===== config.mk =====
export PLATFORM = sky130hd
export DESIGN_NAME = handshake_pair_flat
export DESIGN_NICKNAME = d
export VERILOG_FILES = /design/src/rtl/handshake_pkg.sv /design/src/rtl/handshake_pair_if.sv /design/src/rtl/handshake_fifo.sv /design/src/rtl/handshake_pair.sv /design/src/flat_wrapper.sv
export SDC_FILE = /design/constraint.sdc
export NUM_CORES = 1
export LEC_CHECK = 0
export CORE_ASPECT_RATIO = 0.9
export CORE_MARGIN = 1
export CORE_UTILIZATION = 45
export CTS_CLUSTER_SIZE = 28
export DETAILED_ROUTE_END_ITERATION = 10
export GPL_TIMING_DRIVEN = 0
export PLACE_DENSITY = 0.7
export SYNTH_ARGS = -nofsm -noshare
export SYNTH_HDL_FRONTEND = slang
export SYNTH_HIERARCHICAL = 1
export SYNTH_SLANG_ARGS = --single-unit

===== constraint.sdc =====
create_clock -name clk -period 3.08 [get_ports clk]
set_input_delay 0.616 -clock clk [delete_from_list [all_inputs] [get_ports clk]]
set_output_delay 0.616 -clock clk [all_outputs]
set_load 0.02 [all_outputs]

===== src/rtl/handshake_pkg.sv =====
// Shared constants and helpers for the handshake_pair link.
// Contents: LFSR width and tap mask, default data width, LFSR step function.
package handshake_pkg;

  localparam int unsigned LFSR_W            = 8;
  // Taps at bits 7,5,4,3 (x^8 + x^6 + x^5 + x^4 + 1, maximal length).
  localparam logic [LFSR_W-1:0] LFSR_TAPS   = 8'hB8;
  localparam int unsigned DEFAULT_DATA_BITS = 8;

  typedef logic [LFSR_W-1:0] lfsr_t;

  // One Fibonacci step: shift left, feedback enters at bit 0.
  function automatic lfsr_t lfsr_next(input lfsr_t s);
    return {s[LFSR_W-2:0], ^(s & LFSR_TAPS)};
  endfunction

endpackage


===== src/rtl/handshake_pair_if.sv =====
// Valid/ready channel bundle.
// Signals: valid, data[DATA_BITS], ready.
// Modports: master (drives valid/data), slave (drives ready),
//           link (a block that owns both ends and drives all three).
interface handshake_pair_if #(
  parameter int unsigned DATA_BITS = handshake_pkg::DEFAULT_DATA_BITS
);

  logic                 valid;
  logic [DATA_BITS-1:0] data;
  logic                 ready;

  modport master (output valid, output data, input  ready);
  modport slave  (input  valid, input  data, output ready);
  modport link   (output valid, output data, output ready);

endinterface


===== src/rtl/handshake_fifo.sv =====
// Synchronous FIFO with full/empty flags; holds the master's queued beats.
// Ports: clk, rst (async, active-high), i_push/i_data (write), i_pop (read),
//        o_head (current head), o_full, o_empty.
// Pushes while full and pops while empty are ignored.
module handshake_fifo #(
  parameter int unsigned DATA_BITS = 8,
  parameter int unsigned DEPTH     = 4
) (
  input  logic                 clk,
  input  logic                 rst,
  input  logic                 i_push,
  input  logic [DATA_BITS-1:0] i_data,
  input  logic                 i_pop,
  output logic [DATA_BITS-1:0] o_head,
  output logic                 o_full,
  output logic                 o_empty
);

  localparam int unsigned AW = $clog2(DEPTH);
  localparam int unsigned PW = AW + 1;

  // Pointers carry one extra wrap bit to tell full from empty.
  logic [PW-1:0]        r_wr_ptr;
  logic [PW-1:0]        r_rd_ptr;
  logic [DATA_BITS-1:0] r_mem [DEPTH];
  logic                 w_push;
  logic                 w_pop;

  assign o_empty = (r_wr_ptr == r_rd_ptr);
  assign o_full  = (r_wr_ptr[AW] != r_rd_ptr[AW]) &&
                   (r_wr_ptr[AW-1:0] == r_rd_ptr[AW-1:0]);
  assign w_push  = i_push && !o_full;
  assign w_pop   = i_pop && !o_empty;
  assign o_head  = r_mem[r_rd_ptr[AW-1:0]];

  // Pointer update.
  always_ff @(posedge clk or posedge rst) begin
    if (rst) begin
      r_wr_ptr <= '0;
      r_rd_ptr <= '0;
    end else begin
      if (w_push) r_wr_ptr <= r_wr_ptr + PW'(1);
      if (w_pop)  r_rd_ptr <= r_rd_ptr + PW'(1);
    end
  end

  // Storage; contents are never observed while empty, so no reset.
  always_ff @(posedge clk) begin
    if (w_push) r_mem[r_wr_ptr[AW-1:0]] <= i_data;
  end

endmodule


===== src/rtl/handshake_pair.sv =====
// Valid/ready point-to-point link: a queued master feeding a slave whose ready
// is either constant or driven by an LFSR backpressure pattern.
// Ports: clk, rst (async, active-high)
//        put_if (slave)  : put valid/data in, put ready (= !full) out
//        bus_if (link)   : bus valid, data (0 when idle), ready
//        rx_valid        : one-cycle pulse per accepted beat
//        rx_data         : last accepted beat
//        beat_count[16]  : accepted-beat counter, wraps
//        proto_err       : sticky protocol violation flag, present only when
//                          HANDSHAKE_PROTO_CHECK_EN is defined
module handshake_pair import handshake_pkg::*; #(
  parameter int unsigned DATA_BITS    = DEFAULT_DATA_BITS,
  parameter bit          ALWAYS_READY = 1'b1,
  parameter int unsigned FIFO_DEPTH   = 4,
  parameter lfsr_t       READY_SEED   = 8'h01,
  parameter int unsigned MAX_STALL    = 7
) (
  input  logic                 clk,
  input  logic                 rst,
  handshake_pair_if.slave      put_if,
  handshake_pair_if.link       bus_if,
  output logic                 rx_valid,
  output logic [DATA_BITS-1:0] rx_data,
  output logic [15:0]          beat_count
`ifdef HANDSHAKE_PROTO_CHECK_EN
  ,
  output logic                 proto_err
`endif
);

  typedef logic [DATA_BITS-1:0] beat_t;

  localparam int unsigned STALL_W = $clog2(MAX_STALL + 1);

  logic               w_full;
  logic               w_empty;
  beat_t              w_head;
  beat_t              w_data;
  logic               w_valid;
  logic               w_ready;
  logic               w_xfer;
  lfsr_t              r_lfsr;
  logic [STALL_W-1:0] r_stall;
  logic               r_rx_valid;
  beat_t              r_rx_data;
  logic [15:0]        r_beat_count;

  // Master queue; popped on every bus transfer.
  handshake_fifo #(
    .DATA_BITS (DATA_BITS),
    .DEPTH     (FIFO_DEPTH)
  ) u_fifo (
    .clk     (clk),
    .rst     (rst),
    .i_push  (put_if.valid),
    .i_data  (put_if.data),
    .i_pop   (w_xfer),
    .o_head  (w_head),
    .o_full  (w_full),
    .o_empty (w_empty)
  );

  assign put_if.ready = !w_full;
  assign w_valid      = !w_empty;
  assign w_data       = w_empty ? '0 : w_head;
  // Ready depends only on registers, never on valid: no combinational loop.
  assign w_ready      = ALWAYS_READY ? 1'b1
                      : (r_lfsr[0] || (r_stall == STALL_W'(MAX_STALL)));
  assign w_xfer       = w_valid && w_ready;

  assign bus_if.valid = w_valid;
  assign bus_if.data  = w_data;
  assign bus_if.ready = w_ready;

  // Backpressure pattern and stall counter that forces ready after MAX_STALL.
  always_ff @(posedge clk or posedge rst) begin
    if (rst) begin
      r_lfsr  <= READY_SEED;
      r_stall <= '0;
    end else begin
      r_lfsr <= lfsr_next(r_lfsr);
      if (w_xfer || !w_valid) r_stall <= '0;
      else                    r_stall <= r_stall + STALL_W'(1);
    end
  end

  // Slave capture register and accepted-beat counter.
  always_ff @(posedge clk or posedge rst) begin
    if (rst) begin
      r_rx_valid   <= 1'b0;
      r_rx_data    <= '0;
      r_beat_count <= '0;
    end else begin
      r_rx_valid <= w_xfer;
      if (w_xfer) begin
        r_rx_data    <= w_data;
        r_beat_count <= r_beat_count + 16'd1;
      end
    end
  end

  assign rx_valid   = r_rx_valid;
  assign rx_data    = r_rx_data;
  assign beat_count = r_beat_count;

`ifdef HANDSHAKE_PROTO_CHECK_EN
  logic  r_prev_stall;
  beat_t r_prev_data;
  logic  r_proto_err;

  // A stalled beat must keep valid high and data stable until accepted.
  always_ff @(posedge clk or posedge rst) begin
    if (rst) begin
      r_prev_stall <= 1'b0;
      r_prev_data  <= '0;
      r_proto_err  <= 1'b0;
    end else begin
      r_prev_stall <= w_valid && !w_ready;
      r_prev_data  <= w_data;
      if (r_prev_stall && (!w_valid || (w_data != r_prev_data)))
        r_proto_err <= 1'b1;
    end
  end

  assign proto_err = r_proto_err;
`else
  // Checker not built: no proto_err port.
`endif

endmodule


===== src/flat_wrapper.sv =====
// flat-port wrapper written by rule: the top's interface ports become plain ports
module handshake_pair_flat import handshake_pkg::*;
#(
  parameter int unsigned DATA_BITS    = DEFAULT_DATA_BITS,
  parameter bit          ALWAYS_READY = 1'b1,
  parameter int unsigned FIFO_DEPTH   = 4,
  parameter lfsr_t       READY_SEED   = 8'h01,
  parameter int unsigned MAX_STALL    = 7
)
  (clk, rst, rx_valid, rx_data, beat_count, put_if_valid, put_if_data, put_if_ready, bus_if_valid, bus_if_data, bus_if_ready);
  handshake_pair_if #(.DATA_BITS(DATA_BITS)) put_if_i ();
  handshake_pair_if #(.DATA_BITS(DATA_BITS)) bus_if_i ();
  input  logic clk;
  input  logic rst;
  output logic rx_valid;
  output logic [DATA_BITS-1:0] rx_data;
  output logic [15:0] beat_count;
  input wire logic [$bits(put_if_i.valid)-1:0] put_if_valid;
  input wire logic [$bits(put_if_i.data)-1:0] put_if_data;
  output wire logic [$bits(put_if_i.ready)-1:0] put_if_ready;
  output wire logic [$bits(bus_if_i.valid)-1:0] bus_if_valid;
  output wire logic [$bits(bus_if_i.data)-1:0] bus_if_data;
  output wire logic [$bits(bus_if_i.ready)-1:0] bus_if_ready;
  assign put_if_i.valid = put_if_valid;
  assign put_if_i.data = put_if_data;
  assign put_if_ready = put_if_i.ready;
  assign bus_if_valid = bus_if_i.valid;
  assign bus_if_data = bus_if_i.data;
  assign bus_if_ready = bus_if_i.ready;
  handshake_pair #(.DATA_BITS(DATA_BITS), .ALWAYS_READY(ALWAYS_READY), .FIFO_DEPTH(FIFO_DEPTH), .READY_SEED(READY_SEED), .MAX_STALL(MAX_STALL)) u_core (.clk(clk), .rst(rst), .put_if(put_if_i), .bus_if(bus_if_i), .rx_valid(rx_valid), .rx_data(rx_data), .beat_count(beat_count));
endmodule

==> After elaboration in Yosys (flattened, before gate mapping) <==
Memory sizes are Yosys's and may differ from the RTL's.
Index checks and enable logic that the tools add are counted.
Widths: inputs -> output; s select.
{ "totals": {"wordCells": 19, "mem_count": 1, "mem_bits_rw": 32, "regBits": 31} }
{ "memory_table": {"columns": ["name", "words", "width", "read_ports", "rd_ports_with_merged_regs", "write_ports", "line", "text"], "rows": [
  ["u_core.u_fifo.r_mem", 4, 8, 1, 0, 1, "handshake_fifo.sv:25", "logic [DATA_BITS-1:0] r_mem [DEPTH];"]
]} }
{ "classes": {"n_addsub": 3, "mux": 3, "n_eq_ne": 3, "n_reduce_logical": 4} }
{ "op_table": {"columns": ["operator", "n"], "rows": [
  ["$add 16x1->16 const B", 1],
  ["$mux 8", 1],
  ["$add 3x1->3 const B", 2],
  ["$eq 3x3->1", 1],
  ["$eq 2x2->1", 1],
  ["$logic_and 1x1->1", 2],
  ["$logic_not 1->1", 2],
  ["$mux 1", 2],
  ["$ne 1x1->1", 1]
]} }

==> Longest topological paths before layout <==
Gate-level depths: netlist (run 1).
{ "depth": {"ltp_word": 6, "ltp_mapped": 7, "ltp_nobuf": 6} }

==> Cells and area by module <==
The synthesis (run 1) kept the hierarchy.
{ "modules_own_cells": {"columns": ["module", "area_per_inst_um2", "cells_each", "n_inst"], "rows": [
  ["handshake_fifo", 1679.1, 91, 1],
  ["handshake_pair", 1058.5, 91, 1]
]} }

==> Least setup slack after synthesis (run 1) <==
No wires, ideal clock.
{ "synth_path": {"path_type": "flip-flop to output port", "startpoint": "register u_core.u_fifo.r_wr_ptr[0]", "endpoint": "output port bus_if_valid", "path_slack_ns": 1.042, "arrival_ns": 1.422, "t_required_ns": 2.464, "path_stages_with_launch": 5, "cell_sequence": "dfrtp_1 -> xor2_2 -> nor3_1 -> clkbuf_1 -> inv_1"} }
{ "synth_via": {"elab_chain_cells": 2} }
{ "synth_lines": {"columns": ["element", "line", "text"], "rows": [
  ["from (decl)", "handshake_fifo.sv:23", "logic [PW-1:0] r_wr_ptr;"],
  ["from (signal assigned)", "handshake_fifo.sv:42", "if (w_push) r_wr_ptr <= r_wr_ptr + PW'(1);"],
  ["$eq 3x3->1", "handshake_fifo.sv:29", "assign o_empty = (r_wr_ptr == r_rd_ptr);"],
  ["named net u_core.w_empty", "handshake_pair.sv:36", "logic w_empty;"],
  ["$logic_not 1->1", "handshake_pair.sv:64", "assign w_valid = !w_empty;"],
  ["to (decl)", "flat_wrapper.sv:21", "output wire logic [$bits(bus_if_i.valid)-1:0] bus_if_valid;"]
]} }
The timed path passes the listed nets, and every way through them passes these cells.

==> Worst setup path after layout (run 1) <==
{ "layout_path": {"startpoint": "register u_core.u_fifo.r_rd_ptr[0]", "endpoint": "output port bus_if_data[7]"} }
{ "layout_via": {"elab_chain_cells": 2} }
{ "layout_lines": {"columns": ["element", "line", "text"], "rows": [
  ["from (decl)", "handshake_fifo.sv:24", "logic [PW-1:0] r_rd_ptr;"],
  ["from (signal assigned)", "handshake_fifo.sv:43", "if (w_pop) r_rd_ptr <= r_rd_ptr + PW'(1);"],
  ["$mem_v2 4x8", null, null],
  ["named net u_core.w_head[7]", "handshake_pair.sv:37", "beat_t w_head;"],
  ["$mux 8", "handshake_pair.sv:65", "assign w_data = w_empty ? '0 : w_head;"],
  ["to (decl)", "flat_wrapper.sv:22", "output wire logic [$bits(bus_if_i.data)-1:0] bus_if_data;"]
]} }
The timed path passes the listed nets, and every way through them passes these cells.

==> results of run 1 <==
==> sequential cells by signal (all words and copies together) (netlist names) <==
| name | flops |
|---|---|
| u_core/rx_data | 8 |
| u_core/rx_valid | 1 |
| u_core/u_fifo/r_rd_ptr | 3 |
| u_core/beat_count | 16 |
| u_core/u_fifo/r_mem | 32 |
| u_core/u_fifo/r_wr_ptr | 3 |
==> final timing paths <==
check                                          startpoint                   endpoint  slack (ns)
worst min register to register      u_core/beat_count[15]      u_core/beat_count[15]        0.46
min in group asynchronous                             rst  u_core/u_fifo/r_rd_ptr[2]        0.53
worst max register to register  u_core/u_fifo/r_rd_ptr[0]       u_core/beat_count[1]        0.96
worst max-delay path            u_core/u_fifo/r_rd_ptr[0]             bus_if_data[7]        0.12
max in group asynchronous                             rst       u_core/beat_count[4]        1.70
worst min-delay path                u_core/beat_count[15]      u_core/beat_count[15]        0.46
==> kinds of logic after synthesis <==
logic type,share of synthesized area
AO/OA/AOI/OAI,0.0576
XOR/XNOR,0.0850
adder cells (fa/ha/maj),0.0274
buffers and inverters,0.0247
flip-flops,0.634
multiplexers,0.0809
other,0.00137
AND/OR/NAND/NOR,0.0887
==> report_power, final <==
| group | switching [uW] | total (uW) | internal, uW |
|---|---|---|---|
| clock network | 326 | 782 | 456 |
| registers | 211 | 1350 | 1140 |
| logic | 994 | 1900 | 904 |
| total | 1530 | 4030 | 2500 |
==> placed cells by master (no fill, tap or decap), drive strengths merged, types with 3 or more instances in the layout <==
cell type      instances
a21o                   8
a21oi                  4
and3                   4
clkbuf                12
clkdlybuf4s50         44
clkinvlp               3
dfrtp                 31
edfxtp                32
ha                     6
inv                   10
mux4                   8
nand2                 10
nand4                  4
nor2                   4
nor2b                  8
nor3                   6
o31ai                  5
xnor2                 14
xor2                  10
==> critical path: stages (launching register included) <==
cell and delay (ns):
sky130_fd_sc_hd__dfrtp_1 0.49, sky130_fd_sc_hd__buf_6 0.22, sky130_fd_sc_hd__mux4_1 0.59, sky130_fd_sc_hd__nor2b_1 0.17
sky130_fd_sc_hd__clkdlybuf4s50_1 0.54
==> layer usage <==
layer | wire, um | up-vias
li1 | - | 784
met1 | 2270 | 813
met2 | 2290 | 48
met3 | 224 | 10
met4 | 95 | 0
met5 | 0 | -
==> cell type report <==
cell class | count | area share
plain buffers | 5 | 0.00989
multi-input cells | 104 | 0.273
well taps | 70 | 0.0247
repair buffers | 45 | 0.128
clock buffers | 9 | 0.0350
clock inverters | 7 | 0.0272
inverters | 10 | 0.0117
flip-flops and latches | 63 | 0.490
==> what timing repair did <==
action                                 in CTS  in global routing
endpoints found under the hold margin       0                  0
gates resized for setup                     2                 10
setup endpoints to repair                   9                  9
==> through the flow <==
step                      instance area, um2  setup WS (ns)  utilization
after floorplan                         2740           1.04            -
after global placement                  3280          0.179        0.569
after detailed placement                3280          0.165        0.569
after CTS                               3500         0.0329        0.608
after global routing                    3540         0.0320        0.615
final                                   3540          0.124        0.615
==> results, run 1 <==
- The Yosys step of the flow raised 6 warnings.
- The insertion delay of the later-clocked pin in the worst-skew pair is 0.33 ns.
- The flow ran to the end, but the final reports show violations.
- The H-tree was split into 3 levels.
- The number of setup buffers added after CTS is 0.
- The multi-input combinational cells in the finished layout cover a total of 968 um2.
- Routability-driven placement finished with a final weighted congestion of 0.716.
- The required time of the worst setup path is 2.46 ns.
- Headroom to the max-slew limit came out at 0.385.
- The net total in the final layout is 255.
- The final HPWL from detailed placement is 3350 um.
- Synthesis produced 182 cells.
- The aggregate negative setup slack is 0 ns.
- The worst setup path is captured at an output port.
- The maximum fanout encountered on the critical timing path is 10.
- In this run, placement finished with an instance count of 297.
- The die span in y is 76.0 um.
- The fraction of registers with async set/reset is 0.492.
- Sorting the synthesized cells by area gives the leading types as sky130_fd_sc_hd__edfxtp_1 (35%), sky130_fd_sc_hd__dfrtp_1 (28%), sky130_fd_sc_hd__mux4_1 (7.7%).
- The first-pass GRT wire length is 7900 um.
- The number of buffers inserted for hold repair after clock tree synthesis is 0.
- The reported max-cap violation count is 0.
- The category of the worst setup path launch point is a register.
- Dividing total power by cell area gives a power density of 1140 nW/um2.
- The worst supply voltage drop on vdd is 0.000512 V.
- From left edge to right edge, the die measures 84.2 um.
- Entering global routing, the biggest net connects 26 pins.
- The share of synthesized area in the top cell type comes to 0.351.
- For this run, the register share of the synthesized area comes to 0.634.
- In the synthesized netlist the dominant register cell turns out to be sky130_fd_sc_hd__edfxtp_1.
- In the routed design, unresolved DRC markers number 8.
- The number of synthesized flops with an enable pin is 32.
- The clock buffer count from CTS is 9.
- The signed area change from the synthesized netlist to the final layout is 29.4%.
- The number of diodes added for antenna fixing is 0.
- The post-route clock skew is 0.00675 ns.
- The design draws 4030 uW.
- The number of global-route vias before repair came to 1561.
- Setup repair after global routing left no endpoint under its margin.
- Of the available clock period, the critical path in the final layout requires 0.960.
- The number of vias per cell after detailed routing is 5.29.
- The synthesized design contains 63 register bits.
- The worst hold margin is 0.462 ns.
- The worst reg-to-reg path cell count is 5.
- In the global route stage, met3 resource usage came out at 0.0379.
- Summing over every cut layer, the via total after detailed routing is 1655.
- In the final layout, flip-flops and latches occupy 1740 um2.
- Counting instances, the worst hold path has a depth of 1.
- TritonCTS built the clock tree.
- After clock tree synthesis, the clock-pin slew on the worst setup and hold paths is 0.07 ns.
- The site row count is 26.
- Summed over all layers, the routed wires come to 4870 um.
- Summing every instance area after synthesis gives 2740 um2.
- The transition time at the pin with the least slew margin is 0.922 ns.
- The commonest cells after synthesis are sky130_fd_sc_hd__edfxtp_1 (32), sky130_fd_sc_hd__dfrtp_1 (31), sky130_fd_sc_hd__xnor2_1 (13).
- The critical path is of the reg2out type.
- A synthesized cell averages 15.0 um2.
- STA puts the critical path data arrival time at 2.34 ns.
- For the finished layout, the period the worst path requires is 2.96 ns.
- Excluding fillers, the count of instances in the completed layout stands at 313.
- The number of routed nets with antenna violations is 0.
- The count of input and output buffers is 45.
- The initial utilization of the core area, before any placement, comes to 0.475.
- The class of the worst hold path is reg2reg.
- The biggest area contributor in the post-synthesis netlist is sky130_fd_sc_hd__edfxtp_1.
- The area of the die is 6400 um2.
- The number of distinct library cell variants in the gate-level netlist after synthesis is 34.
- For this run, the top clock speed supported by timing is 338 MHz.
- The layer with the highest usage after global routing is met2.
- The number of antenna violations at the first check in global routing is 0.
- Summed over all cells, the static leakage comes to 0.00142 uW.
- The first-pass detailed-route iteration total is 7.
- In the global route stage, overall resource usage came out at 0.167.
- In the final routed layout, each cell accounts on average for 15.6 um.
- For met2 alone, demand over resource in global routing was 0.250.
- The fraction of final layout cells with drive strength greater than 1 is 0.132.
- Setup violations remaining at the end of the flow were counted as 0.
- The detailed router finished its first iteration with 88 violations.
- The clock sink total is 63.
- The total count of max-transition violations in the final report was 0.
- Clock tree synthesis selected as its root buffer the cell sky130_fd_sc_hd__clkbuf_8.
- The clock passes through at most 2 buffers.
- The cell with the most instances after synthesis is sky130_fd_sc_hd__edfxtp_1.
- The core region is 5760 um2.
- The number of placed I/O pins is 47.
- Summed over all layers, the global routing overflow is 0.
- The number of nets handed over by synthesis was 199.
- In the global route stage, met1 resource usage came out at 0.228.
- The final hold violation count is 0.
- The final reports fail on DRC.
- The fill cell total of the finished layout is 451.
(Power assumes the default switching activity.)
==> run 2, diff against run 1 <==
--- a/config.mk
+++ b/config.mk
@@ -10,8 +10,10 @@
 export CORE_UTILIZATION = 45
 export CTS_CLUSTER_SIZE = 28
 export DETAILED_ROUTE_END_ITERATION = 10
+export GPL_ROUTABILITY_DRIVEN = 0
 export GPL_TIMING_DRIVEN = 0
 export PLACE_DENSITY = 0.7
+export SETUP_SLACK_MARGIN = 0.2
 export SYNTH_ARGS = -nofsm -noshare
 export SYNTH_HDL_FRONTEND = slang
 export SYNTH_HIERARCHICAL = 1
==> run 2 against run 1 <==
The flow still finishes with violations (DRC). Fmax increased by 9.4%. Wire length increased by 0.72%. First-iteration DRC count decreased by 8.0%. Sequential share of layout area decreased by 0.22 points. Critical path type unchanged. Largest cell class unchanged.
==> results, run 2 (same netlist as run 1, synthesis figures left out) <==
- The number of placed I/O pins is 47.
- The category of the worst setup path launch point is a register.
- The initial utilization of the core area, before any placement, comes to 0.475.
- Cell internal power was estimated by the tool at 2480 uW.
- The register with the most flip-flops in the layout has 32 of them.
- Compared with the post-synthesis result, the final layout area differs by 30.4%.
- OpenSTA, run right after detailed placement, puts the worst setup slack at 0.165 ns.
- Of the total power, the share spent switching nets is 0.382.
- During placement, the flow inserted port buffers numbering 45.
- The net total in the final layout is 256.
- The hold path startpoint is u_core/beat_count[15].
- The count of final setup violators is 0.
- Summed over all cells, the static leakage comes to 0.00149 uW.
- The number of global-route vias before repair is 1569.
- After clock tree synthesis, the clock-pin slew on the worst setup and hold paths is 0.07 ns.
- The relative contribution of combinational cells to total power is 0.468.
- The die boundary width is 84.2 um.
- The worst hold path terminates at u_core/beat_count[15].
- The switching power total is 1530 uW.
- For the pin with the worst max-slew slack, the measured transition is 0.924 ns.
- The worst path meets setup with 0.379 ns of slack.
- Between clock sinks in the finished design, the worst skew comes to 0.00732 ns.
- The worst pin sits at a relative slew slack of 0.383.
- The global routing usage summed across all routing layers is 0.168.
- For this block, the initial DRC count from the detailed router was 81.
- The number of antenna violations at the first check in global routing came to 0.
- The endpoint identified for the worst register-to-register timing path is u_core/beat_count[1].
- The H-tree was split into 3 levels.
- Along the worst hold path, the cell count comes to 1.
- Dividing the detail-routed via count by the number of cells gives 5.28.
- The flow ran to the end, but the final reports show violations.
- The core area is 5760 um2.
- The largest net degree at the start of global routing is 26.
- The number of diodes added for antenna fixing is 0.
- The sequential fraction of design power is 0.337.
- The maximum fanout encountered on the critical timing path is 10.
- Of the total power, the clock network draws 0.195.
- The class of the worst hold path is reg2reg.
- The total count of max-transition violations in the final report is 0.
- After filler insertion, the fill cell instance count of the layout stands at 459.
- Max-cap violations in this run came to 0.
- The TritonCTS clock tree is yes.
- In the final timing run, aggregate negative setup slack is 0 ns.
- The routed layout has 1657 vias.
- CTS saw 63 sinks.
- Leaving out fill and tap cells, the most frequent cells in the layout are sky130_fd_sc_hd__clkdlybuf4s50_1 (36), sky130_fd_sc_hd__edfxtp_1 (32), sky130_fd_sc_hd__dfrtp_1 (26), sky130_fd_sc_hd__xnor2_1 (13).
- The maximum clock frequency is 370 MHz.
- The critical path is of the reg2out type.
- The floorplan has 26 rows.
- The insertion delay of the later-clocked pin in the worst-skew pair is 0.33 ns.
- Measured in cells, the most critical reg-to-reg path has a length of 5.
- The source of the worst register-to-register timing path is u_core/u_fifo/r_wr_ptr[1].
- In this run the deepest clock path goes through 2 buffers.
- The first global-routing pass estimated 7950 um of wire.
- The final routed DRC violation total is 8.
- The number of routed nets with antenna violations is 0.
- The sequential cell area in the final layout is 1740 um2.
- The multi-input combinational cells in the finished layout cover a total of 980 um2.
- Dividing the detail-routed wire length by the instance count gives 15.6 um.
- The power density over the cells is 1120 nW/um2.
- The root buffer cell chosen for the clock tree is sky130_fd_sc_hd__clkbuf_8.
- The number of clock buffers added by TritonCTS is 9.
- Setup slack on the worst reg-to-reg path comes out at 0.95 ns.
- The final reports fail on DRC.
- For the worst setup path, the data required time is 2.46 ns.
- The fraction of the cycle the final worst path needs is 0.877.
- After layout, the minimum clock period comes to 2.70 ns.
- The die covers 6400 um2.
- The die span in y is 76.0 um.
- The signal arrival time at the worst endpoint is 2.08 ns.
- The final routed wirelength across all metal layers is 4910 um.
- Of the cells placed in the final design, the portion with a size suffix greater than 1 is 0.148.
- The worst supply voltage drop on vdd is 0.000518 V.
- Setup repair after global routing left no endpoint under its margin.
- For this run, the detailed router's first-pass iteration total came to 7.
- The final HPWL from detailed placement is 3350 um.
- Leaving out fill and tap cells, the most frequent cell in the layout is sky130_fd_sc_hd__clkdlybuf4s50_1.
- The final hold violation count is 0.
- The endpoint kind of the worst setup timing path is an output port.
- The overflow left after global routing is 0.
run 2: cell types whose count changed in the layout (fill, tap and decap cells not counted), sizes merged:
cell | previous run | this run
clkdlybuf4s50 | 44 | 36
dlymetal6s2s | 1 | 6
buf | 2 | 3
inv | 10 | 11
dlygate4sd2 | 0 | 3
clkinvlp | 3 | 2
run 2: through the flow:
step / instances / instance area (um2) / total power (uW) / util / hold slack, ns
2_1_floorplan: 182 / 2740 / 2510 / - / 0.407
3_3_place_gp: 297 / 3280 / 3180 / 0.569 / 0.455
6_report: 314 / 3570 / 4010 / 0.620 / 0.462
4_1_cts: 313 / 3530 / 4030 / 0.614 / 0.471
3_5_place_dp: 297 / 3280 / 3210 / 0.569 / 0.459
5_1_grt: 314 / 3570 / 4260 / 0.620 / 0.499
run 2: critical path, cell delays in order (launching register included):
cell and delay [ns]:
sky130_fd_sc_hd__dfrtp_2 0.49, sky130_fd_sc_hd__xor2_4 0.22, sky130_fd_sc_hd__nor3_2 0.25, sky130_fd_sc_hd__clkbuf_2 0.26
sky130_fd_sc_hd__inv_1 0.18, sky130_fd_sc_hd__dlygate4sd2_1 0.36
run 2: final cells by class:
cell class,instances,share of cell area
well taps,70,0.0245
flip-flops and latches,63,0.488
repair buffers,46,0.131
plain buffers,5,0.00911
inverters,10,0.0105
multi-input cells,104,0.274
clock buffers,9,0.0347
clock inverters,7,0.0270
run 2: repair_timing:
action	in CTS	in global routing
hold buffers	0	0
pin swaps	0	1
gates resized for setup	13	8
buffers inserted	0	1
setup endpoints to repair	9	6
run 2: routing by layer:
metal  part of all wire  global-route usage  vias up
met4              0.019              0.0879        0
met5                  0                   0        -
met3              0.051              0.0379        9
met1               0.46               0.227      813
li1                   -                   -      781
met2               0.47               0.255       54
run 2: power groups by stage:
stage          clock (uW)  sequential [uW]  combinational [uW]
2_1_floorplan           0             1440                1070
3_3_place_gp            0             1340                1840
3_5_place_dp            0             1350                1860
4_1_cts               802             1360                1870
5_1_grt               837             1380                2040
6_report              782             1350                1880
run 2: worst max-delay path by stage:
stage	from	endpoint	slack, ns	cells past startpoint
CTS	u_core/u_fifo/r_rd_ptr[0]	bus_if_data[5]	0.18	4
global placement	u_core/u_fifo/r_wr_ptr[0]	bus_if_valid	0.18	5
global route	u_core/u_fifo/r_wr_ptr[1]	bus_if_valid	0.22	5
finish	u_core/u_fifo/r_wr_ptr[1]	bus_if_valid	0.38	5
detailed placement	u_core/u_fifo/r_wr_ptr[0]	bus_if_valid	0.16	5
floorplan	u_core/u_fifo/r_wr_ptr[0]	bus_if_valid	1.04	4
==> run 3, diff against run 2 <==
--- a/config.mk
+++ b/config.mk
@@ -14,6 +14,7 @@
 export GPL_TIMING_DRIVEN = 0
 export PLACE_DENSITY = 0.7
 export SETUP_SLACK_MARGIN = 0.2
+export SLEW_MARGIN = 20
 export SYNTH_ARGS = -nofsm -noshare
 export SYNTH_HDL_FRONTEND = slang
 export SYNTH_HIERARCHICAL = 1
==> results of run 3 <==
Same layout as run 2: the final DEF is identical, and so are final timing and power.
